File: config.mk
export PLATFORM = sky130hd
export DESIGN_NAME = audio_word_serializer
export DESIGN_NICKNAME = d
export VERILOG_FILES = /design/src/rtl/audio_word_serializer.sv
export SDC_FILE = /design/constraint.sdc
export NUM_CORES = 1
export LEC_CHECK = 0
export ABC_AREA = 0
export BUFFER_PORTS_ARGS = -buffer_cell sky130_fd_sc_hd__buf_2
export CAP_MARGIN = 40
export CORE_UTILIZATION = 47
export CTS_CLUSTER_DIAMETER = 30
export DETAILED_ROUTE_END_ITERATION = 8
export GPL_TIMING_DRIVEN = 0
export HOLD_SLACK_MARGIN = 0.03
export PLACE_DENSITY_LB_ADDON = 0.05
export SKIP_LAST_GASP = 1
export SLEW_MARGIN = 15
export SYNTH_ARGS = -nofsm -noshare
export SYNTH_HDL_FRONTEND = slang
export SYNTH_SLANG_ARGS = --single-unit
File: constraint.sdc
create_clock -name clk -period 3.5 [get_ports clk]
set_input_delay 1.05 -clock clk [delete_from_list [all_inputs] [get_ports clk]]
set_output_delay 1.05 -clock clk [all_outputs]
set_load 0.05 [all_outputs]
File: src/rtl/audio_word_serializer.sv
// audio_word_serializer
//   Fetches 32-bit audio words from the sample ROM and shifts each one out
//   MSB-first, one bit every BIT_PERIOD clocks. While the current word is
//   being shifted out, the next word is prefetched, so the stream has no gap
//   at word boundaries. The bit-period, bit-index and word counters are
//   exported so that the playback FSM can time its transitions.
//
// Ports
//   clk, reset          rising-edge clock, synchronous active-high reset
//   start               one-cycle request to begin playback (sampled in IDLE only)
//   stop                synchronous abort back to IDLE
//   mem_rd, mem_addr    ROM read strobe/address; data is valid the cycle after mem_rd
//   mem_data            ROM read data
//   serial_out          current audio bit
//   big_count           clock index within the current bit
//   thirty_two_count    bit index within the current word
//   packets             index of the word currently being shifted
//   word_done, done     last clock of every word / of the final word
//   busy                high in every state except IDLE
module audio_word_serializer #(
  parameter int BIT_PERIOD  = 400,
  parameter int WORD_W      = 32,
  parameter int NUM_PACKETS = 937,
  parameter int ADDR_W      = 10
) (
  input  logic              clk,
  input  logic              reset,
  input  logic              start,
  input  logic              stop,
  output logic              mem_rd,
  output logic [ADDR_W-1:0] mem_addr,
  input  logic [WORD_W-1:0] mem_data,
  output logic              serial_out,
  output logic [8:0]        big_count,
  output logic [4:0]        thirty_two_count,
  output logic [9:0]        packets,
  output logic              word_done,
  output logic              done,
  output logic              busy
);

  localparam logic [8:0] BIG_LAST = 9'(BIT_PERIOD - 1);
  localparam logic [4:0] BIT_LAST = 5'(WORD_W - 1);
  localparam logic [9:0] PKT_LAST = 10'(NUM_PACKETS - 1);

  typedef enum logic [1:0] {
    S_IDLE,
    S_FETCH,
    S_WAIT,
    S_SHIFT
  } state_t;

  state_t              state_q,  state_d;
  logic [8:0]          big_q,    big_d;
  logic [4:0]          bit_q,    bit_d;
  logic [9:0]          pkt_q,    pkt_d;
  logic [WORD_W-1:0]   shreg_q,  shreg_d;
  logic [WORD_W-1:0]   nword_q,  nword_d;
  logic                rd_q,     rd_d;
  logic [ADDR_W-1:0]   addr_q,   addr_d;
  logic                serial_q, serial_d;
  logic                wd_q,     wd_d;
  logic                done_q,   done_d;
  logic                busy_q,   busy_d;
  logic                rd_pend_q;
  logic                prefetch;

  always_comb begin
    state_d  = state_q;
    big_d    = big_q;
    bit_d    = bit_q;
    pkt_d    = pkt_q;
    shreg_d  = shreg_q;
    nword_d  = nword_q;
    prefetch = 1'b0;
    rd_d     = 1'b0;
    addr_d   = addr_q;
    serial_d = 1'b0;
    wd_d     = 1'b0;
    done_d   = 1'b0;
    busy_d   = 1'b0;

    // Prefetched word arrives the cycle after its read strobe.
    if (rd_pend_q && state_q == S_SHIFT) begin
      nword_d = mem_data;
    end

    case (state_q)
      S_IDLE: begin
        if (start && !stop) begin
          state_d = S_FETCH;
        end
      end
      S_FETCH: begin
        state_d = S_WAIT;
      end
      S_WAIT: begin
        shreg_d = mem_data;
        big_d   = '0;
        bit_d   = '0;
        pkt_d   = '0;
        state_d = S_SHIFT;
      end
      S_SHIFT: begin
        if (big_q == BIG_LAST) begin
          big_d = '0;
          if (bit_q == BIT_LAST) begin
            bit_d = '0;
            if (pkt_q == PKT_LAST) begin
              state_d = S_IDLE;
              pkt_d   = '0;
              shreg_d = '0;
            end else begin
              pkt_d   = pkt_q + 10'd1;
              shreg_d = nword_q;
            end
          end else begin
            bit_d   = bit_q + 5'd1;
            shreg_d = {shreg_q[WORD_W-2:0], 1'b0};
          end
        end else begin
          big_d = big_q + 9'd1;
        end
      end
      default: state_d = S_IDLE;
    endcase

    if (stop && state_q != S_IDLE) begin
      state_d = S_IDLE;
      big_d   = '0;
      bit_d   = '0;
      pkt_d   = '0;
      shreg_d = '0;
    end

    // Outputs are registered: derive them from the next-state values so that
    // each output is aligned with the state/counters it describes.
    prefetch = (state_d == S_SHIFT) && (big_d == '0) && (bit_d == '0) &&
               (pkt_d < PKT_LAST);
    rd_d     = (state_d == S_FETCH) || prefetch;
    if (state_d == S_FETCH) begin
      addr_d = '0;
    end else if (prefetch) begin
      addr_d = ADDR_W'(pkt_d) + ADDR_W'(1);
    end
    wd_d     = (state_d == S_SHIFT) && (big_d == BIG_LAST) && (bit_d == BIT_LAST);
    done_d   = wd_d && (pkt_d == PKT_LAST);
    serial_d = (state_d == S_SHIFT) ? shreg_d[WORD_W-1] : 1'b0;
    busy_d   = (state_d != S_IDLE);
  end

  always_ff @(posedge clk) begin
    if (reset) begin
      state_q   <= S_IDLE;
      big_q     <= '0;
      bit_q     <= '0;
      pkt_q     <= '0;
      shreg_q   <= '0;
      nword_q   <= '0;
      rd_q      <= 1'b0;
      addr_q    <= '0;
      serial_q  <= 1'b0;
      wd_q      <= 1'b0;
      done_q    <= 1'b0;
      busy_q    <= 1'b0;
      rd_pend_q <= 1'b0;
    end else begin
      state_q   <= state_d;
      big_q     <= big_d;
      bit_q     <= bit_d;
      pkt_q     <= pkt_d;
      shreg_q   <= shreg_d;
      nword_q   <= nword_d;
      rd_q      <= rd_d;
      addr_q    <= addr_d;
      serial_q  <= serial_d;
      wd_q      <= wd_d;
      done_q    <= done_d;
      busy_q    <= busy_d;
      rd_pend_q <= rd_q;
    end
  end

  assign mem_rd           = rd_q;
  assign mem_addr         = addr_q;
  assign serial_out       = serial_q;
  assign big_count        = big_q;
  assign thirty_two_count = bit_q;
  assign packets          = pkt_q;
  assign word_done        = wd_q;
  assign done             = done_q;
  assign busy             = busy_q;

endmodule
==> results of run 1 <==
## critical path, cell delays in order, from the launching register on
cell                       delay, ns
sky130_fd_sc_hd__dfxtp_1        0.44
sky130_fd_sc_hd__ha_1           0.28
sky130_fd_sc_hd__and4_1         0.39
sky130_fd_sc_hd__nand3_1        0.28
sky130_fd_sc_hd__mux2_2         0.30
sky130_fd_sc_hd__nand2_1        0.09
sky130_fd_sc_hd__nand4b_1       0.24
sky130_fd_sc_hd__or4_1          0.42
sky130_fd_sc_hd__nor4_1         0.62
sky130_fd_sc_hd__and4_1         0.28
## placed cells by master (no fill, tap or decap), types with 4 or more instances in the layout
master,n
sky130_fd_sc_hd__dfxtp_1,104
sky130_fd_sc_hd__clkbuf_16,9
sky130_fd_sc_hd__o21ai_1,4
sky130_fd_sc_hd__a22oi_1,6
sky130_fd_sc_hd__a211oi_2,8
sky130_fd_sc_hd__xor2_1,6
sky130_fd_sc_hd__clkbuf_1,46
sky130_fd_sc_hd__a21oi_1,53
sky130_fd_sc_hd__inv_1,8
sky130_fd_sc_hd__o211ai_1,5
sky130_fd_sc_hd__or3_1,17
sky130_fd_sc_hd__o21ai_0,25
sky130_fd_sc_hd__nor2b_1,5
sky130_fd_sc_hd__buf_2,77
sky130_fd_sc_hd__nand4_1,7
sky130_fd_sc_hd__mux2i_1,5
sky130_fd_sc_hd__and2_1,7
sky130_fd_sc_hd__ha_1,4
sky130_fd_sc_hd__nor3_1,41
sky130_fd_sc_hd__nor4_1,20
sky130_fd_sc_hd__nand2_1,92
sky130_fd_sc_hd__and4_1,6
sky130_fd_sc_hd__nor2_1,52
sky130_fd_sc_hd__xnor2_1,5
sky130_fd_sc_hd__nand3_1,17
sky130_fd_sc_hd__a221oi_1,31
## repair_timing
item | 4_1_cts | 5_1_grt
gates cloned | 0 | 0
buffers inserted | 0 | 3
hold buffers | 0 | 0
pin swaps | 1 | 4
resized for setup | 12 | 16
endpoints found under the setup margin | 11 | 12
## stage by stage
step	cell area (µm²)	hold slack, ns	setup TNS, ns	util, %
6_report	6340	0.456	0	57.7
5_1_grt	6340	0.481	-0.0334	57.7
4_1_cts	6260	0.458	0	57.0
3_5_place_dp	5920	0.447	-4.06	53.9
3_3_place_gp	5920	0.441	-3.78	53.9
2_1_floorplan	5380	0.436	0	-
## worst max path at each step
stage | to | cells after the start
2_1_floorplan | mem_addr[8]$_SDFFE_PP0P_ | 14
3_5_place_dp | mem_addr[8]$_SDFFE_PP0P_ | 14
3_3_place_gp | mem_addr[8]$_SDFFE_PP0P_ | 14
6_report | done$_SDFF_PP0_ | 9
4_1_cts | mem_addr[8]$_SDFFE_PP0P_ | 15
5_1_grt | mem_addr[8]$_SDFFE_PP0P_ | 11
## logic make-up after synthesis
family / Yosys count / share of synthesized area, %
xor gates and xnor gates: 11 / 1.79
muxes: 6 / 1.14
adders and majority gates: 7 / 1.63
and+or+nand+nor: 301 / 29.2
buffers and inverters: 66 / 4.96
AOI/OAI and AO/OA: 167 / 21.8
DFF: 106 / 39.5
## layer usage
| layer | up-vias | track usage [%] | part of all wire [%] |
|---|---|---|---|
| li1 | 2611 | - | - |
| met1 | 2616 | 37.7 | 43 |
| met2 | 212 | 48.3 | 48 |
| met3 | 37 | 5.44 | 6.5 |
| met4 | 0 | 14.9 | 3.2 |
| met5 | - | 0 | 0 |
## area by class of cell
class,count,area [µm²],share of cell area [%]
Multi-Input combinational cell,492,3080,48.6
Sequential cell,106,2130,33.6
Timing Repair Buffer,77,393,6.20
Buffer,54,231,3.65
Clock buffer,9,225,3.55
Tap cell,140,175,2.76
Clock inverter,7,70.1,1.11
Inverter,9,35.0,0.553
## flip-flops by register name (all words and copies together), names as in the netlist
name              count
big_count             9
busy                  1
done                  1
mem_addr             10
mem_rd                1
nword_q              32
packets              10
rd_pend_q             1
serial_out            1
shreg_q              32
state_q               2
thirty_two_count      5
word_done             1
## power by group
group	switching, µW	internal [µW]
sequential	7.86	1220
clock	516	503
combinational	89.7	42.9
==> reports/summary.txt, run 1 <==
count of antenna diodes in the layout - 0
register bit count reported by yosys - 106
aggregate routed wire length - 17100 µm
critical path fanouts, max - 7
number of nets in the layout - 792
effective utilization at floorplan - 48.9%
maximum number of pins on one net before global-route repair - 21
sequential element share of the synthesized area - 39.5%
LEAKAGE - 0.00240 µW
DRT Pass-1 Iters - 4
clock period minus final worst setup slack - 3.41 ns
top area cells in the synthesized netlist - sky130_fd_sc_hd__dfxtp_1, sky130_fd_sc_hd__nand2_1, sky130_fd_sc_hd__a221oi_1
number of DRC violations after detailed routing - 0
clk sink count - 106
cell count after synthesis - 664
core box area - 11000 µm²
DP Wirelength - 12200 µm
Register-to-Register Setup Slack - 0.09 ns
deepest level of the CTS H-tree - 3
origin of the worst min-delay path - nword_q[19]$_SDFFE_PP0P_
crit path from - big_count[1]$_SDFF_PP0_
startpoint class of the critical path - flop
worst reg2reg path endpoint - done$_SDFF_PP0_
run status - completed
setup violators final - 0
total gr overflow - 0
global-route usage over all layers - 29.8%
placed instance count - 878
portion of synthesized cell area occupied by the leading cell type - 39.5%
number of buffers created by CTS - 9
Port Buffers - 74
Overall Power - 2380 µW
fraction of layout instances using a drive strength above 1 - 19.4%
maximum resistive drop on vdd - 0.369 mV
P&R area growth vs syn - 18.0%
top achievable clock speed - 0.293 GHz
Worst EP required - 3.79 ns
largest area contributor in the synthesized netlist - sky130_fd_sc_hd__dfxtp_1
GP Congestion - 0.924
depth of the worst register-to-register path - 9
die footprint - 11900 µm²
vias post-DR - 5476
kind of capture point of the worst setup path - flop
number of cells on the worst hold path - 2
Synth Warn # - 0
count of endpoints failing hold in the final timing report - 0
hold endpoint - nword_q[19]$_SDFFE_PP0P_
die extent in y - 109 µm
path type of the worst setup path - flop to flop
Async S/R FF share, synth - 0%
initial antenna violation count - 0
worst r2r src - big_count[1]$_SDFF_PP0_
pre-CTS setup slack - -0.607 ns
Clock Root Buffer - sky130_fd_sc_hd__clkbuf_16
number of flops mapped to enable cells by yosys - 0
combined area of all synthesized cells - 5370 µm²
Iter 0 DRT Violations - 392
normalized max-slew margin - 46.9%
RSZ-0062 raised after global routing - yes
Worst-path clk slew - 0.08 ns
arrival time reported for the critical path endpoint - 3.70 ns
first-pass GRT wire length - 26700 µm
final slew viol count - 0
worst hold path class - flop to flop
number of global-route vias before repair - 5158
total power density per cell area - 375 nW/µm²
mean instance size in the synthesized netlist - 8.09 µm²
IO Count - 75
Clock Skews - 0.0111 ns
width of the chip - 109 µm
number of filler cells placed in the layout - 1032
Post-synth top flop - sky130_fd_sc_hd__dfxtp_1
syn nets - 707
average wire per cell in the routed design - 19.1 µm
most frequent cells after synthesis - sky130_fd_sc_hd__dfxtp_1, sky130_fd_sc_hd__nand2_1, sky130_fd_sc_hd__a21oi_1, sky130_fd_sc_hd__clkbuf_1, sky130_fd_sc_hd__nor2_1
Non-Filler Instances - 894
Max-Cap Viols - 0
Vias/cell - 6.13
count of different cell masters after synthesis - 69
clk_lat worst skew - 0.36 ns
most numerous cell in the Yosys netlist - sky130_fd_sc_hd__dfxtp_1
clock tree from TritonCTS - yes
worst setup margin - 0.0928 ns
final period utilization - 97.3%
Slew @ Worst Pin - 0.790 ns
total number of placement rows - 38
final antenna-violating net count - 0
largest buffer count on any clock path - 2
Note: power is estimated with default switching activity, not from simulation.
==> run 2, diff against run 1 <==
--- a/config.mk
+++ b/config.mk
@@ -15,3 +15,3 @@
 export HOLD_SLACK_MARGIN = 0.03
-export PLACE_DENSITY_LB_ADDON = 0.05
+export PLACE_DENSITY = 0.7
 export SKIP_LAST_GASP = 1
--- a/constraint.sdc
+++ b/constraint.sdc
@@ -3,2 +3,2 @@
 set_output_delay 1.05 -clock clk [all_outputs]
-set_load 0.05 [all_outputs]
+set_load 0.005 [all_outputs]
==> run 2 against run 1 <==
- flip-flop and latch count unchanged
- highest routed layer unchanged
- power increased by 3.1%
- final cell count increased by 0.34%
- via count about the same
- largest cell class unchanged
- register-to-register slack improved by 0.06 ns
==> reports/summary.txt, run 2 (synthesis results as in run 1) <==
Vias/cell - 6.10 (-0.35%)
DP Wirelength - 12000 µm (-1.6%)
detailed route wirelength on metal2 - 8100 µm (-0.69%)
worst hold path class - flop to flop
GP Congestion - 0.920 (-0.41%)
clk_lat worst skew - 0.36 ns (about the same)
highest signal layer in the routed design - met4
largest buffer count on any clock path - 2 (unchanged)
Comb pwr share - 5.1% (-0.5 points)
Slew @ Worst Pin - 0.867 ns (+0.0770 ns)
setup TNS - 0 ns (unchanged)
Worst EP required - 3.72 ns (-0.07 ns)
startpoint class of the critical path - flop
Max-Cap Viols - 0 (unchanged)
final antenna-violating net count - 0 (unchanged)
DP Area - 5920 µm² (about the same)
total gr overflow - 0 (unchanged)
clk sink count - 106 (unchanged)
first-pass GRT wire length - 26900 µm (+0.65%)
die extent in y - 109 µm (unchanged)
average wire per cell in the routed design - 18.7 µm (-2.1%)
clock period minus final worst setup slack - 3.34 ns (-0.0628 ns)
setup violators final - 0 (unchanged)
maximum resistive drop on vdd - 0.334 mV (-9.3%)
Iter 0 DRT Violations - 384 (-2.0%)
Worst-path clk slew - 0.08 ns (about the same)
P&R area growth vs syn - 18.8%
deepest level of the CTS H-tree - 3 (unchanged)
LEAKAGE - 0.00243 µW (+1.3%)
power share of the sequential group - 50.0% (-1.5 points)
global-route usage over all layers - 29.7% (-0.11 points)
path type of the worst setup path - flop to flop
number of DRC violations after detailed routing - 0 (unchanged)
normalized max-slew margin - 41.5% (-5.4 points)
count of endpoints failing hold in the final timing report - 0 (unchanged)
vias post-DR - 5475 (-0.018%)
width of the chip - 109 µm (unchanged)
Final Core Density - 58.1% (+0.40 points)
total number of placement rows - 38 (unchanged)
critical path fanouts, max - 8 (+1)
Overall Power - 2450 µW (+3.1%)
biggest registers after layout - nword_q: 32 flops, shreg_q: 32 flops
Sw Ratio - 23.0% (-2.8 points)
aggregate routed wire length - 16800 µm (-1.8%)
worst hold-check slack - 0.457 ns (+0.00134 ns)
DR WL met3 - 1190 µm (+7.9%)
cell internal power dissipation - 1890 µW (+7.0%)
arrival time reported for the critical path endpoint - 3.57 ns (-0.13 ns)
kind of capture point of the worst setup path - flop
run status - completed
count of antenna diodes in the layout - 0 (unchanged)
IO Count - 75 (unchanged)
fraction of layout instances using a drive strength above 1 - 19.6% (+0.19 points)
Layout Cell Area excl Fill - 6380 µm² (+0.69%)
die footprint - 11900 µm² (unchanged)
clock power share - 44.8% (+1.9 points)
Clock Root Buffer - sky130_fd_sc_hd__clkbuf_16
clock tree from TritonCTS - yes
most common library cell in the layout ignoring fill and taps - sky130_fd_sc_hd__dfxtp_1
final period utilization - 95.6% (-1.8 points)
effective utilization at floorplan - 48.9% (unchanged)
Clock Skews - 0.0102 ns (-0.000960 ns)
Metal-1 WL - 6970 µm (-4.4%)
core box area - 11000 µm² (unchanged)
maximum number of pins on one net before global-route repair - 18 (-14%)
number of buffers added to fix hold violations after cts - 0 (unchanged)
DRT Pass-1 Iters - 5 (+1)
Port Buffers - 74 (unchanged)
final slew viol count - 0 (unchanged)
number of nets in the layout - 795 (+0.38%)
Net Sw Power - 563 µW (-8.2%)
number of global-route vias before repair - 5310 (+2.9%)
top achievable clock speed - 0.299 GHz (+1.9%)
initial antenna violation count - 0 (unchanged)
total power density per cell area - 384 nW/µm² (+2.4%)
number of buffers created by CTS - 9 (unchanged)
top library cells by usage in the layout, fill and taps aside - sky130_fd_sc_hd__dfxtp_1, sky130_fd_sc_hd__nand2_1, sky130_fd_sc_hd__buf_2
==> run 2: cell types whose count changed in the layout (fill, tap and decap cells not counted), moves of 2 or more <==
cell                        before  now
sky130_fd_sc_hd__buf_4           3    6
sky130_fd_sc_hd__inv_8           3    0
sky130_fd_sc_hd__bufinv_16       0    2
sky130_fd_sc_hd__nand3_1        17   15
sky130_fd_sc_hd__nand3_2         0    2
==> run 2: timing repair <==
item / CTS / global route
buffers inserted: 0 / 6
endpoints found under the setup margin: 11 / 12
pin swaps: 1 / 5
resized for setup: 12 / 17
endpoints found under the hold margin: 0 / 0
==> run 2: final timing paths <==
kind	to	cells after the start	slack, ns	start
worst max-delay path	mem_addr[6]$_SDFFE_PP0P_	11	0.16	packets[0]$_SDFF_PP0_
worst min-delay path	nword_q[9]$_SDFFE_PP0P_	2	0.46	nword_q[9]$_SDFFE_PP0P_
worst max register to register	mem_addr[6]$_SDFFE_PP0P_	11	0.16	packets[0]$_SDFF_PP0_
worst min register to register	nword_q[9]$_SDFFE_PP0P_	2	0.46	nword_q[9]$_SDFFE_PP0P_
==> run 2: per-stage QoR <==
stage          instances  setup WS (ns)
6_report             897          0.156
4_1_cts              893       -0.00304
5_1_grt              897       -0.00554
2_1_floorplan        664          0.238
3_3_place_gp         878         -0.584
3_5_place_dp         878         -0.631
==> run 2: cell type report <==
type | count | area, µm²
fillers | 991 | 4600
multi-input cells | 492 | 3080
flip-flops and latches | 106 | 2120
repair buffers | 80 | 415
plain buffers | 54 | 231
clock buffers | 9 | 225
well taps | 140 | 175
clock inverters | 7 | 93.8
inverters | 9 | 35.0
==> run 2: worst max-delay path, stage by stage (launching register included) <==
cell and delay, ns:
sky130_fd_sc_hd__dfxtp_1 0.47, sky130_fd_sc_hd__inv_1 0.12, sky130_fd_sc_hd__ha_1 0.21, sky130_fd_sc_hd__and3b_1 0.16
sky130_fd_sc_hd__clkbuf_1 0.19, sky130_fd_sc_hd__nand3_2 0.23, sky130_fd_sc_hd__nor2_1 0.09, sky130_fd_sc_hd__a211oi_1 0.43
sky130_fd_sc_hd__o21ai_0 0.32, sky130_fd_sc_hd__or4_4 0.66, sky130_fd_sc_hd__nor2_8 0.21, sky130_fd_sc_hd__a211oi_2 0.09
==> run 2: power groups by stage <==
stage	logic (µW)	clock network, µW	registers, µW
final	125	1100	1230
after global routing	136	1160	1230
after CTS	123	1110	1230
after detailed placement	123	0	1250
after global placement	120	0	1250
after floorplan	65.6	0	1250
==> run 2: metal layers <==
layer	vias up	GRT usage (%)
met3	37	4.54
li1	2628	-
met1	2591	36.8
met2	219	49.8
met4	0	15.0
met5	-	0
==> run 3, diff against run 2 <==
--- a/config.mk
+++ b/config.mk
@@ -16,2 +16,3 @@
 export PLACE_DENSITY = 0.7
+export SETUP_SLACK_MARGIN = 0.5
 export SKIP_LAST_GASP = 1
--- a/constraint.sdc
+++ b/constraint.sdc
@@ -3,2 +3,2 @@
 set_output_delay 1.05 -clock clk [all_outputs]
-set_load 0.005 [all_outputs]
+set_load 0.01 [all_outputs]
==> run 3 against run 2 <==
- sequential share of layout area shrank 1.9 points
- power shrank 3.9%
- global-route usage grew 1.3 points
- critical path type is now input pin to flop
- largest power group unchanged
- clock skew shrank 0.0045 ns
==> reports/summary.txt, run 3 (synthesis results as in run 1) <==
clk sink count - 106 (unchanged)
width of the chip - 109 µm (unchanged)
worst hold path class - flop to flop
worst setup margin - 0.552 ns (+0.397 ns)
biggest registers after layout - nword_q: 32 flops, shreg_q: 32 flops
Vias/cell - 6.21 (+1.8%)
run status - completed
Worst-path clk slew - 0.07 ns (about the same)
pre-CTS setup slack - -0.237 ns (+0.394 ns)
initial antenna violation count - 0 (unchanged)
DP Area - 5960 µm² (+0.72%)
Layout Cell Area excl Fill - 6800 µm² (+6.5%)
number of global-route vias before repair - 5454 (+2.7%)
startpoint class of the critical path - input pin
P&R area growth vs syn - 26.5%
global-route usage over all layers - 31.0% (+1.3 points)
final antenna-violating net count - 0 (unchanged)
worst r2r src - thirty_two_count[0]$_SDFF_PP0_
count of endpoints failing hold in the final timing report - 0 (unchanged)
top library cells by usage in the layout, fill and taps aside - sky130_fd_sc_hd__dfxtp_1, sky130_fd_sc_hd__nand2_1, sky130_fd_sc_hd__buf_2
Clock Root Buffer - sky130_fd_sc_hd__clkbuf_16
LEAKAGE - 0.00263 µW (+8.4%)
maximum resistive drop on vdd - 0.381 mV (+14%)
most common library cell in the layout ignoring fill and taps - sky130_fd_sc_hd__dfxtp_1
clk_lat worst skew - 0.36 ns (about the same)
Clock Skews - 0.00571 ns (-0.00446 ns)
number of DRC violations after detailed routing - 0 (unchanged)
worst path buffer plus inverter count - 2 (unchanged)
IO Count - 75 (unchanged)
Final Core Density - 61.9% (+3.8 points)
number of nets in the layout - 820 (+3.1%)
critical path fanouts, max - 10 (+2)
aggregate routed wire length - 17900 µm (+6.8%)
core box area - 11000 µm² (unchanged)
final slew viol count - 0 (unchanged)
kind of capture point of the worst setup path - flop
GP Congestion - 0.901 (-2.1%)
largest buffer count on any clock path - 2 (unchanged)
Worst EP required - 3.73 ns (about the same)
family of cells with the greatest summed delay on the critical path - simple AND/OR/NAND/NOR gates
highest cell delay on the worst timing path - 0.61 ns (-0.05 ns)
arrival time reported for the critical path endpoint - 3.18 ns (-0.39 ns)
top achievable clock speed - 0.339 GHz (+13%)
fraction of layout instances using a drive strength above 1 - 26.2% (+6.7 points)
die footprint - 11900 µm² (unchanged)
total number of placement rows - 38 (unchanged)
Iter 0 DRT Violations - 400 (+4.2%)
number of cells on the worst hold path - 2 (unchanged)
total power density per cell area - 347 nW/µm² (-9.7%)
maximum number of pins on one net before global-route repair - 18 (unchanged)
depth of the worst register-to-register path - 15 (+4)
ordered cell list for the critical path - buf_2, clkbuf_4, a21oi_2, o21ai_0, o21a_1, nor3b_1, o311ai_1, or4_4, nor2_8, a211oi_2
number of buffers created by CTS - 9 (unchanged)
deepest level of the CTS H-tree - 3 (unchanged)
clock tree from TritonCTS - yes
crit path from - stop
normalized max-slew margin - 52.5% (+11 points)
die extent in y - 109 µm (unchanged)
Port Buffers - 74 (unchanged)
count of antenna diodes in the layout - 0 (unchanged)
total gr overflow - 0 (unchanged)
Slew @ Worst Pin - 0.713 ns (-0.154 ns)
path length in cells of the critical path - 10 (-1)
setup violators final - 0 (unchanged)
Critical Path Slowest Stage Cell - sky130_fd_sc_hd__or4_4
effective utilization at floorplan - 48.9% (unchanged)
clock period minus final worst setup slack - 2.95 ns (-0.397 ns)
average wire per cell in the routed design - 19.5 µm (+4.0%)
final period utilization - 84.2% (-11 points)
path type of the worst setup path - input pin to flop
RSZ-0062 raised after global routing - yes
Max-Cap Viols - 0 (unchanged)
DP Wirelength - 12300 µm (+2.5%)
origin of the worst min-delay path - nword_q[11]$_SDFFE_PP0P_
Overall Power - 2360 µW (-3.9%)
first-pass GRT wire length - 28000 µm (+4.2%)
vias post-DR - 5724 (+4.5%)
DRT Pass-1 Iters - 5 (unchanged)
==> run 3: cell count changes in the layout (fill, tap and decap cells not counted), sizes merged <==
cell / change
bufinv: -2
clkbuf: +4
buf: +23
inv: +3
clkinv: -2
clkinvlp: -2
==> run 3: layout make-up <==
class	count	area, µm²
clock buffer	11	253
fill	962	4190
tap	140	175
clock inverter	4	33.8
multi-input combinational	492	3300
inverter	9	37.5
buffer	57	280
sequential	106	2140
timing repair buffer	102	581
==> run 3: through the flow <==
step,setup TNS (ns),cells,hold WS [ns]
after detailed placement,-2.00,878,0.449
after global placement,-1.55,878,0.441
after floorplan,0,664,0.436
after CTS,0,910,0.458
after global routing,0,921,0.468
final,0,921,0.458
==> run 3: power breakdown <==
part,internal [µW],switching (µW),leakage [µW]
Clock,527,472,0.000144
Combinational,45.5,86.8,0.00163
Sequential,1220,7.82,0.000859
==> run 3: final timing paths <==
check | slack, ns | end
worst min register to register | 0.46 | nword_q[11]$_SDFFE_PP0P_
worst max register to register | 0.55 | mem_addr[8]$_SDFFE_PP0P_
worst min-delay path | 0.46 | nword_q[11]$_SDFFE_PP0P_
worst max-delay path | 0.55 | mem_addr[2]$_SDFFE_PP0P_
==> run 3: layer usage <==
layer | wire (µm) | part of all wire (%) | vias up | GRT usage [%]
li1 | - | - | 2683 | -
met1 | 7180 | 40 | 2727 | 38.0
met2 | 8760 | 49 | 268 | 51.8
met3 | 1400 | 7.8 | 46 | 6.75
met4 | 592 | 3.3 | 0 | 13.8
met5 | 0 | 0 | - | 0
==> run 3: repair_timing <==
| action | in CTS | in global routing |
|---|---|---|
| hold buffers | 0 | 0 |
| setup buffers | 17 | 11 |
| pin swaps | 14 | 16 |
| setup endpoints to repair | 22 | 13 |
| gates resized for setup | 43 | 44 |
==> run 3: worst register-to-register path, stage by stage, from the launching register on <==
cell,delay [ns]
sky130_fd_sc_hd__dfxtp_4,0.36
sky130_fd_sc_hd__ha_4,0.16
sky130_fd_sc_hd__and3_4,0.18
sky130_fd_sc_hd__ha_4,0.17
sky130_fd_sc_hd__buf_8,0.13
sky130_fd_sc_hd__and2_4,0.17
sky130_fd_sc_hd__a311oi_4,0.27
sky130_fd_sc_hd__a41oi_4,0.07
sky130_fd_sc_hd__or2_4,0.28
sky130_fd_sc_hd__inv_4,0.06
sky130_fd_sc_hd__ha_4,0.13
sky130_fd_sc_hd__a21bo_4,0.23
sky130_fd_sc_hd__nor4_4,0.21
sky130_fd_sc_hd__nand3b_1,0.15
sky130_fd_sc_hd__xor2_1,0.16
sky130_fd_sc_hd__o22ai_1,0.17
